`src/rtl/msrv32_store_buffer_if.sv`:
```
// rtl/msrv32_store_buffer_if.sv - store-unit, load-check and data-memory signals of the store buffer
interface msrv32_store_buffer_if #(
    parameter int DEPTH = 4
);
    localparam int CNT_W = $clog2(DEPTH) + 1;

    logic             st_req_in;
    logic [31:0]      st_addr_in;
    logic [31:0]      st_data_in;
    logic [3:0]       st_mask_in;
    logic             ld_req_in;
    logic [31:0]      ld_addr_in;
    logic             mem_ack_in;
    logic             mem_wr_req_out;
    logic [31:0]      mem_addr_out;
    logic [31:0]      mem_data_out;
    logic [3:0]       mem_mask_out;
    logic             stall_out;
    logic             ld_hazard_out;
    logic             empty_out;
    logic [CNT_W-1:0] count_out;

    modport slave (
        input  st_req_in, st_addr_in, st_data_in, st_mask_in,
        input  ld_req_in, ld_addr_in, mem_ack_in,
        output mem_wr_req_out, mem_addr_out, mem_data_out, mem_mask_out,
        output stall_out, ld_hazard_out, empty_out, count_out
    );

    modport master (
        output st_req_in, st_addr_in, st_data_in, st_mask_in,
        output ld_req_in, ld_addr_in, mem_ack_in,
        input  mem_wr_req_out, mem_addr_out, mem_data_out, mem_mask_out,
        input  stall_out, ld_hazard_out, empty_out, count_out
    );
endinterface

```
`src/rtl/msrv32_store_buffer.sv`:
```
// rtl/msrv32_store_buffer.sv - posted write FIFO between store unit and data memory
module msrv32_store_buffer #(
    parameter int DEPTH = 4
) (
    input logic                  ms_riscv32_mp_clk_in,
    input logic                  ms_riscv32_mp_rst_in,
    msrv32_store_buffer_if.slave sb
);
    localparam int PTR_W = $clog2(DEPTH);
    localparam int CNT_W = PTR_W + 1;

    logic [PTR_W-1:0] head_q, head_d;
    logic [PTR_W-1:0] tail_q, tail_d;
    logic [CNT_W-1:0] count_q, count_d;

    logic [29:0] addr_mem [DEPTH];
    logic [31:0] data_mem [DEPTH];
    logic [3:0]  mask_mem [DEPTH];

    logic full, empty, store_valid, push, pop;
    logic hit;
    logic [PTR_W-1:0] off;
    logic unused_addr_lsbs;

    assign full        = (count_q == CNT_W'(DEPTH));
    assign empty       = (count_q == '0);
    assign store_valid = sb.st_req_in & (|sb.st_mask_in);
    assign push        = store_valid & ~full;
    assign pop         = ~empty & sb.mem_ack_in;

    always_comb begin
        head_d  = pop  ? head_q + 1'b1 : head_q;
        tail_d  = push ? tail_q + 1'b1 : tail_q;
        count_d = count_q + CNT_W'(push) - CNT_W'(pop);
    end

    always_ff @(posedge ms_riscv32_mp_clk_in or posedge ms_riscv32_mp_rst_in) begin
        if (ms_riscv32_mp_rst_in) begin
            head_q  <= '0;
            tail_q  <= '0;
            count_q <= '0;
        end else begin
            head_q  <= head_d;
            tail_q  <= tail_d;
            count_q <= count_d;
        end
    end

    // Entry storage is never reset; head/count alone decide which slots are live.
    always_ff @(posedge ms_riscv32_mp_clk_in) begin
        if (push) begin
            addr_mem[tail_q] <= sb.st_addr_in[31:2];
            data_mem[tail_q] <= sb.st_data_in;
            mask_mem[tail_q] <= sb.st_mask_in;
        end
    end

    // A slot is live when its distance from head is below count, so the entry
    // being popped this cycle still matches and the one being pushed does not.
    always_comb begin
        hit = 1'b0;
        off = '0;
        for (int i = 0; i < DEPTH; i++) begin
            off = PTR_W'(i) - head_q;
            if (({1'b0, off} < count_q) && (addr_mem[i] == sb.ld_addr_in[31:2]))
                hit = 1'b1;
        end
    end

    assign sb.mem_wr_req_out = ~empty;
    assign sb.mem_addr_out   = empty ? 32'h0 : {addr_mem[head_q], 2'b00};
    assign sb.mem_data_out   = empty ? 32'h0 : data_mem[head_q];
    assign sb.mem_mask_out   = empty ? 4'h0  : mask_mem[head_q];
    assign sb.stall_out      = store_valid & full;
    assign sb.ld_hazard_out  = sb.ld_req_in & hit;
    assign sb.empty_out      = empty;
    assign sb.count_out      = count_q;

    assign unused_addr_lsbs = ^{sb.st_addr_in[1:0], sb.ld_addr_in[1:0]};
endmodule

```
`src/flat_wrapper.sv`:
```
// flat-port wrapper written by rule: the top's interface ports become plain ports
module msrv32_store_buffer_flat 
#(
    parameter int DEPTH = 4
)
  (ms_riscv32_mp_clk_in, ms_riscv32_mp_rst_in, sb_st_req_in, sb_st_addr_in, sb_st_data_in, sb_st_mask_in, sb_ld_req_in, sb_ld_addr_in, sb_mem_ack_in, sb_mem_wr_req_out, sb_mem_addr_out, sb_mem_data_out, sb_mem_mask_out, sb_stall_out, sb_ld_hazard_out, sb_empty_out, sb_count_out);
  msrv32_store_buffer_if #(.DEPTH(DEPTH)) sb_i ();
  input logic ms_riscv32_mp_clk_in;
  input logic ms_riscv32_mp_rst_in;
  input wire logic [$bits(sb_i.st_req_in)-1:0] sb_st_req_in;
  input wire logic [$bits(sb_i.st_addr_in)-1:0] sb_st_addr_in;
  input wire logic [$bits(sb_i.st_data_in)-1:0] sb_st_data_in;
  input wire logic [$bits(sb_i.st_mask_in)-1:0] sb_st_mask_in;
  input wire logic [$bits(sb_i.ld_req_in)-1:0] sb_ld_req_in;
  input wire logic [$bits(sb_i.ld_addr_in)-1:0] sb_ld_addr_in;
  input wire logic [$bits(sb_i.mem_ack_in)-1:0] sb_mem_ack_in;
  output wire logic [$bits(sb_i.mem_wr_req_out)-1:0] sb_mem_wr_req_out;
  output wire logic [$bits(sb_i.mem_addr_out)-1:0] sb_mem_addr_out;
  output wire logic [$bits(sb_i.mem_data_out)-1:0] sb_mem_data_out;
  output wire logic [$bits(sb_i.mem_mask_out)-1:0] sb_mem_mask_out;
  output wire logic [$bits(sb_i.stall_out)-1:0] sb_stall_out;
  output wire logic [$bits(sb_i.ld_hazard_out)-1:0] sb_ld_hazard_out;
  output wire logic [$bits(sb_i.empty_out)-1:0] sb_empty_out;
  output wire logic [$bits(sb_i.count_out)-1:0] sb_count_out;
  assign sb_i.st_req_in = sb_st_req_in;
  assign sb_i.st_addr_in = sb_st_addr_in;
  assign sb_i.st_data_in = sb_st_data_in;
  assign sb_i.st_mask_in = sb_st_mask_in;
  assign sb_i.ld_req_in = sb_ld_req_in;
  assign sb_i.ld_addr_in = sb_ld_addr_in;
  assign sb_i.mem_ack_in = sb_mem_ack_in;
  assign sb_mem_wr_req_out = sb_i.mem_wr_req_out;
  assign sb_mem_addr_out = sb_i.mem_addr_out;
  assign sb_mem_data_out = sb_i.mem_data_out;
  assign sb_mem_mask_out = sb_i.mem_mask_out;
  assign sb_stall_out = sb_i.stall_out;
  assign sb_ld_hazard_out = sb_i.ld_hazard_out;
  assign sb_empty_out = sb_i.empty_out;
  assign sb_count_out = sb_i.count_out;
  msrv32_store_buffer #(.DEPTH(DEPTH)) u_core (.ms_riscv32_mp_clk_in(ms_riscv32_mp_clk_in), .ms_riscv32_mp_rst_in(ms_riscv32_mp_rst_in), .sb(sb_i));
endmodule
```
`config.mk`:
```
export PLATFORM = sky130hd
export DESIGN_NAME = msrv32_store_buffer_flat
export DESIGN_NICKNAME = d
export VERILOG_FILES = /design/src/rtl/msrv32_store_buffer_if.sv /design/src/rtl/msrv32_store_buffer.sv /design/src/flat_wrapper.sv
export SDC_FILE = /design/constraint.sdc
export NUM_CORES = 1
export LEC_CHECK = 0
export BUFFER_PORTS_ARGS = -buffer_cell sky130_fd_sc_hd__buf_2
export CAP_MARGIN = 20
export CORE_ASPECT_RATIO = 1.1
export CORE_MARGIN = 1.5
export CORE_UTILIZATION = 40
export DETAILED_ROUTE_END_ITERATION = 16
export PLACE_DENSITY = 0.6
export SYNTH_ARGS = -nofsm -noshare
export SYNTH_HDL_FRONTEND = slang
export SYNTH_SLANG_ARGS = --single-unit
```
`constraint.sdc`:
```
create_clock -name ms_riscv32_mp_clk_in -period 7 [get_ports ms_riscv32_mp_clk_in]
set_input_delay 1.4 -clock ms_riscv32_mp_clk_in [delete_from_list [all_inputs] [get_ports ms_riscv32_mp_clk_in]]
set_output_delay 1.4 -clock ms_riscv32_mp_clk_in [all_outputs]
set_load 0.01 [all_outputs]
```
# After elaboration in Yosys (flattened, before gate mapping)
# Memories as Yosys holds them, arrays and structs flattened.
# Cells that the tools add are included.
# word_totals
n_memories	3
in_bits	105
register_bits	7
ram_bits	264
elab_cells	45
# memory_table
memory	words	word_bits	rd	rd_ports_with_merged_regs	write_ports	line_no	rtl
u_core.data_mem	4	32	1	0	1	msrv32_store_buffer.sv:17	logic [31:0] data_mem [DEPTH];
u_core.addr_mem	4	30	5	0	1	msrv32_store_buffer.sv:16	logic [29:0] addr_mem [DEPTH];
u_core.mask_mem	4	4	1	0	1	msrv32_store_buffer.sv:18	logic [3:0] mask_mem [DEPTH];
# op_classes
bitwise	7
eq_ne	5
n_mux	9
order_cmp	4
n_reduce_logical	6
add_sub_neg	8
# op_table
op	count
== test 30 bit	4
two-way mux 32 bit	2
less-than comparator 2 x 3 -> 1 bit	4
two-way mux 1 bit	6
bitwise AND 1 bit	5
adder 2 x 1 -> 2 bit, second input constant	2
logical AND 1 bit	4
two-way mux 4 bit	1
OR reduction 4 bit	1
subtractor 1 x 2 -> 2 bit, first input constant	2
subtractor 2 bit, first input constant	2
adder 3 x 1 -> 3 bit	1
== test 3 bit, second input constant	1
logical NOT 3 bit	1
subtractor 3 x 1 -> 3 bit	1
NOT 1 bit	2

# Logic depth before layout (Yosys ltp)
# depth
word_depth	8
ltp_mapped	9

# Least setup slack after synthesis
# OpenSTA, ideal clock, no wires.
# synth_path
path_kind	input-to-reg
startpoint	input port sb_st_mask_in[1]
endpoint	memory u_core.addr_mem[0][0] (enable)
stages	3
setup_ns	0.431
t_arrival_ns	3.448
slack_ns	3.121
required_time_ns	6.569
cell_sequence	o41ai_1 > a21oi_1 > and2_1
# synth_between
elab_chain_len	5
# synth_rtl
item	line_no	rtl
start: declaration	flat_wrapper.sv:13	input wire logic [$bits(sb_i.st_mask_in)-1:0] sb_st_mask_in;
OR reduction 4 bit	msrv32_store_buffer.sv:27	assign store_valid = sb.st_req_in & (|sb.st_mask_in);
bitwise AND 1 bit	msrv32_store_buffer.sv:27	
bitwise AND 1 bit	msrv32_store_buffer.sv:28	assign push = store_valid & ~full;
net u_core.push	msrv32_store_buffer.sv:20	logic full, empty, store_valid, push, pop;
two-way mux 1 bit	msrv32_store_buffer.sv:51	if (push) begin
two-way mux 1 bit (not written as such)	msrv32_store_buffer.sv:52	addr_mem[tail_q] <= sb.st_addr_in[31:2];
end: declaration	msrv32_store_buffer.sv:16	
# The timed path passes the listed nets, and every way through them passes these cells.

# Worst setup path in the final report
# layout_path
startpoint	input port sb_ld_addr_in[3]
endpoint	output port sb_ld_hazard_out
# layout_between
elab_chain_len	7
# layout_rtl
item	line_no	rtl
start: declaration	flat_wrapper.sv:15	input wire logic [$bits(sb_i.ld_addr_in)-1:0] sb_ld_addr_in;
== test 30 bit	msrv32_store_buffer.sv:65	if (({1'b0, off} < count_q) && (addr_mem[i] == sb.ld_addr_in[31:2]))
logical AND 1 bit	msrv32_store_buffer.sv:65	
two-way mux 1 bit (3 in series)	msrv32_store_buffer.sv:65	
two-way mux 1 bit *	msrv32_store_buffer.sv:65	
bitwise AND 1 bit *	msrv32_store_buffer.sv:75	assign sb.ld_hazard_out = sb.ld_req_in & hit;
end: declaration	flat_wrapper.sv:22	output wire logic [$bits(sb_i.ld_hazard_out)-1:0] sb_ld_hazard_out;
# Every way passes the cells marked *; elsewhere a longest branch is shown, timed or not.

==> results by group <==
Flow run
  • MaxCap Viol Count: 0

GRT
  • Overall Global Routing Usage: 0.180
  • Via count of the first global-routing pass: 6,637
  • Largest net degree at the start of global routing: 59
  • Initial antenna violation count: 6
  • Grt ovf: 0
  • First-pass GRT wire length: 40,800 um

STA
  • Max Fclk: 0.218 GHz
  • Clock Skew: 24.2 ps
  • Final period util: 0.656
  • Slew Viols, Final: 0
  • Final setup viols: 0
  • Setup repair after global routing missed its margin: false
  • Final hold violation count: 0
  • Measured slew at the worst slew-check pin: 940 ps
  • Final setup TNS: 0 ps
  • Max_slew headroom: 0.373
  • Tmin final: 4590 ps

Die
  • Chip width: 167 um
  • Die ar.: 30,600 um^2
  • Area of the core: 28,900 um^2
  • Initial core utilization: 0.410
  • Die Y-Extent: 183 um
  • Io pins: 180
  • Num rows: 65

Synthesis
  • Yosys reg bits: 271
  • Synthesized area: 11,800 um^2
  • Cell variety after synth: 28
  • Synthesized-area fraction occupied by adder cells: 0.0123
  • Synthesized-area fraction occupied by and/or/nand/nor cells: 0.0603
  • Mux contribution to synthesized area: 0.126
  • Synth warnings: 0
  • Post-Synth XOR/XNOR Area: 0.0933
  • Compound-cell area share of the yosys netlist: 0.00783
  • Largest family of logic cells by synthesized area: multiplexers
  • Cells after Synth: 642
  • Register area share after synthesis: 0.685
  • Synthesized area per cell: 18.4 um^2

Clock tree
  • TritonCTS Sinks: 271
  • Post-CTS setup buffer count: 0
  • Clock-pin slew on the worst setup and hold paths: 60 ps
  • Num CTS Buffers: 29
  • Max clock buf depth: 3
  • Post_cts resized: 0
  • H-tree Lvls: 1
  • Skew-Pair Late Insertion Delay: 540 ps
  • Hold-fix buffers, CTS: 0
  • Clk root buf: clkbuf_16
  • CTS tree: done

Power and ir drop
  • Sequential share of power: 0.404
  • Total power: 5.66 mW
  • VDD IR max: 0.188 mV
  • Power Internal: 3.85 mW
  • Sw frac: 0.320
  • Combinational power share: 0.348
  • Switch Pwr: 1.81 mW
  • Clk pwr share: 0.248
  • PwrDens: 404 nW/um^2
  • Leak: 5.00 nW

Finish
  • Layout net count: 946
  • Share of cells above drive strength 1: 0.345
  • Synthesis-to-finish area growth: 18.4%
  • Fin area: 14,000 um^2

Min path
  • Hold Crit Start: u_core.tail_q[1]
  • Hold Crit Class: register to register
  • Hold Path Sink: u_core.tail_q[1]
  • Hold Crit Depth: 2

Detailed routing
  • WL/cell: 22.4 um
  • Vias: 6,282
  • Drc violations: 0
  • DRT antenna net count: 0
  • DRT iter0 DRCs: 315
  • Final WL: 27,400 um
  • DRT Pass-1 Iters: 4
  • Via density: 5.14

Worst setup path
  • Setup crit end kind: output port
  • Worst r2r dst: u_core.sb.count_out[2]
  • CP Data Arrival Time: 3190 ps
  • Reg2Reg Depth: 10
  • Setup CP Type: input port to output port
  • Startpoint Class: input port
  • RR Startpoint: u_core.sb.count_out[2]
  • CP Data Required Time: 5600 ps
  • Critical path fanouts, max: 4
  • Setup slack, reg-to-reg: 3800 ps

Placement
  • Cell Area, Placed: 13,100 um^2
  • GP Congestion: 0.808
  • Hpwl dp: 18,000 um
  • IO buf count: 173

Status
  • Outcome: finished, final reports clean
-- cells in the mapped netlist --
cell | count | area share
nor4_1 | 25 | 0.013
dfrtp_1 | 7 | 0.015
buf_6 | 1 | 0.00095
nor2b_1 | 67 | 0.035
nand2_1 | 3 | 0.00095
xnor2_1 | 12 | 0.0089
nor3_1 | 4 | 0.0017
o41ai_1 | 1 | 0.00074
and2_1 | 4 | 0.0021
a2111oi_2 | 1 | 0.0013
a2111oi_0 | 3 | 0.0022
nand3_1 | 4 | 0.0017
conb_1 | 1 | 0.00032
edfxtp_1 | 264 | 0.67
buf_4 | 6 | 0.0038
inv_1 | 12 | 0.0038
xor2_1 | 114 | 0.084
a21oi_1 | 6 | 0.0025
or4_1 | 1 | 0.00063
nand4_1 | 8 | 0.0042
nor2_1 | 1 | 0.00032
o21a_1 | 1 | 0.00063
clkbuf_1 | 9 | 0.0029
fa_1 | 1 | 0.0017
mux4_2 | 66 | 0.13
o21ai_0 | 1 | 0.00042
ha_1 | 10 | 0.011
buf_2 | 9 | 0.0038
-- worst max-delay path: stages --
cell and delay (ps):
buf_2 130, xor2_1 170, nor4_1 490, nand4_1 190
a2111oi_0 460, or4_1 210, buf_2 130
-- how the worst max path moves through the flow --
stage          slack, ps              start  cells past startpoint                     to
6_report            2410   sb_ld_addr_in[3]                      7       sb_ld_hazard_out
5_1_grt             2310  sb_ld_addr_in[17]                      7       sb_ld_hazard_out
4_1_cts             2260   u_core.head_q[0]                      4    sb_mem_addr_out[12]
3_5_place_dp        2440   sb_ld_addr_in[3]                      7       sb_ld_hazard_out
3_3_place_gp        2490  sb_ld_addr_in[17]                      7       sb_ld_hazard_out
2_1_floorplan       3120   sb_st_mask_in[1]                      3  u_core.addr_mem[0][0]
-- cell families (layout without fill, tap and decap cells) --
kind of cell             count (synthesis)  after routing
flip-flops                             271            271
XOR/XNOR                               126            126
AND/OR/NAND/NOR                        117            117
multiplexers                            66             66
buffers and inverters                   37            245
AO/OA/AOI/OAI                           13             13
adder cells (fa/ha/maj)                 11             11
other                                    1              5
-- routing by layer --
layer,vias to the layer above,GRT usage,wire [um]
li1,2872,-,-
met1,3195,0.231,11300
met2,174,0.315,13900
met3,35,0.0358,1790
met4,6,0.0422,393
met5,-,0,34
-- stage by stage --
step | setup slack, ps | instances | util | hold slack, ps
floorplan | 3120 | 643 | - | 580
global placement | 2490 | 1166 | 0.453 | 623
detailed placement | 2440 | 1166 | 0.453 | 631
CTS | 2260 | 1218 | 0.484 | 643
global route | 2310 | 1220 | 0.485 | 668
finish | 2410 | 1222 | 0.485 | 633
-- cell type report --
cell class | instances | area [um^2]
diodes | 3 | 7.51
clock buffers | 41 | 791
clock inverters | 11 | 80.1
fillers | 2496 | 14900
inverters | 12 | 45.0
multi-input cells | 335 | 3560
flip-flops and latches | 271 | 8110
well taps | 368 | 460
repair buffers | 181 | 946
-- state kept, by name, summed over array words and instances (netlist names) --
name                 count
u_core.addr_mem        120
u_core.data_mem        128
u_core.head_q            2
u_core.mask_mem         16
u_core.sb.count_out      3
u_core.tail_q            2
-- power groups by stage --
| stage | Sequential [mW] | Combinational (mW) | Clock [mW] |
|---|---|---|---|
| 6_report | 2.29 | 1.97 | 1.40 |
| 5_1_grt | 2.32 | 2.15 | 1.50 |
| 4_1_cts | 2.36 | 1.94 | 1.44 |
| 3_5_place_dp | 2.40 | 1.93 | 0 |
| 3_3_place_gp | 2.39 | 1.92 | 0 |
| 2_1_floorplan | 2.26 | 1.32 | 0 |
-- layout by cell type (no fill, tap or decap), types with 10 or more instances in the layout --
cell,Yosys,final
clkbuf_1,9,10
ha_1,10,10
mux4_2,66,66
nor4_1,25,25
edfxtp_1,264,264
inv_1,12,11
clkbuf_16,0,29
buf_2,9,173
nor2b_1,67,67
xnor2_1,12,12
xor2_1,114,114
(Power assumes the default switching activity.)
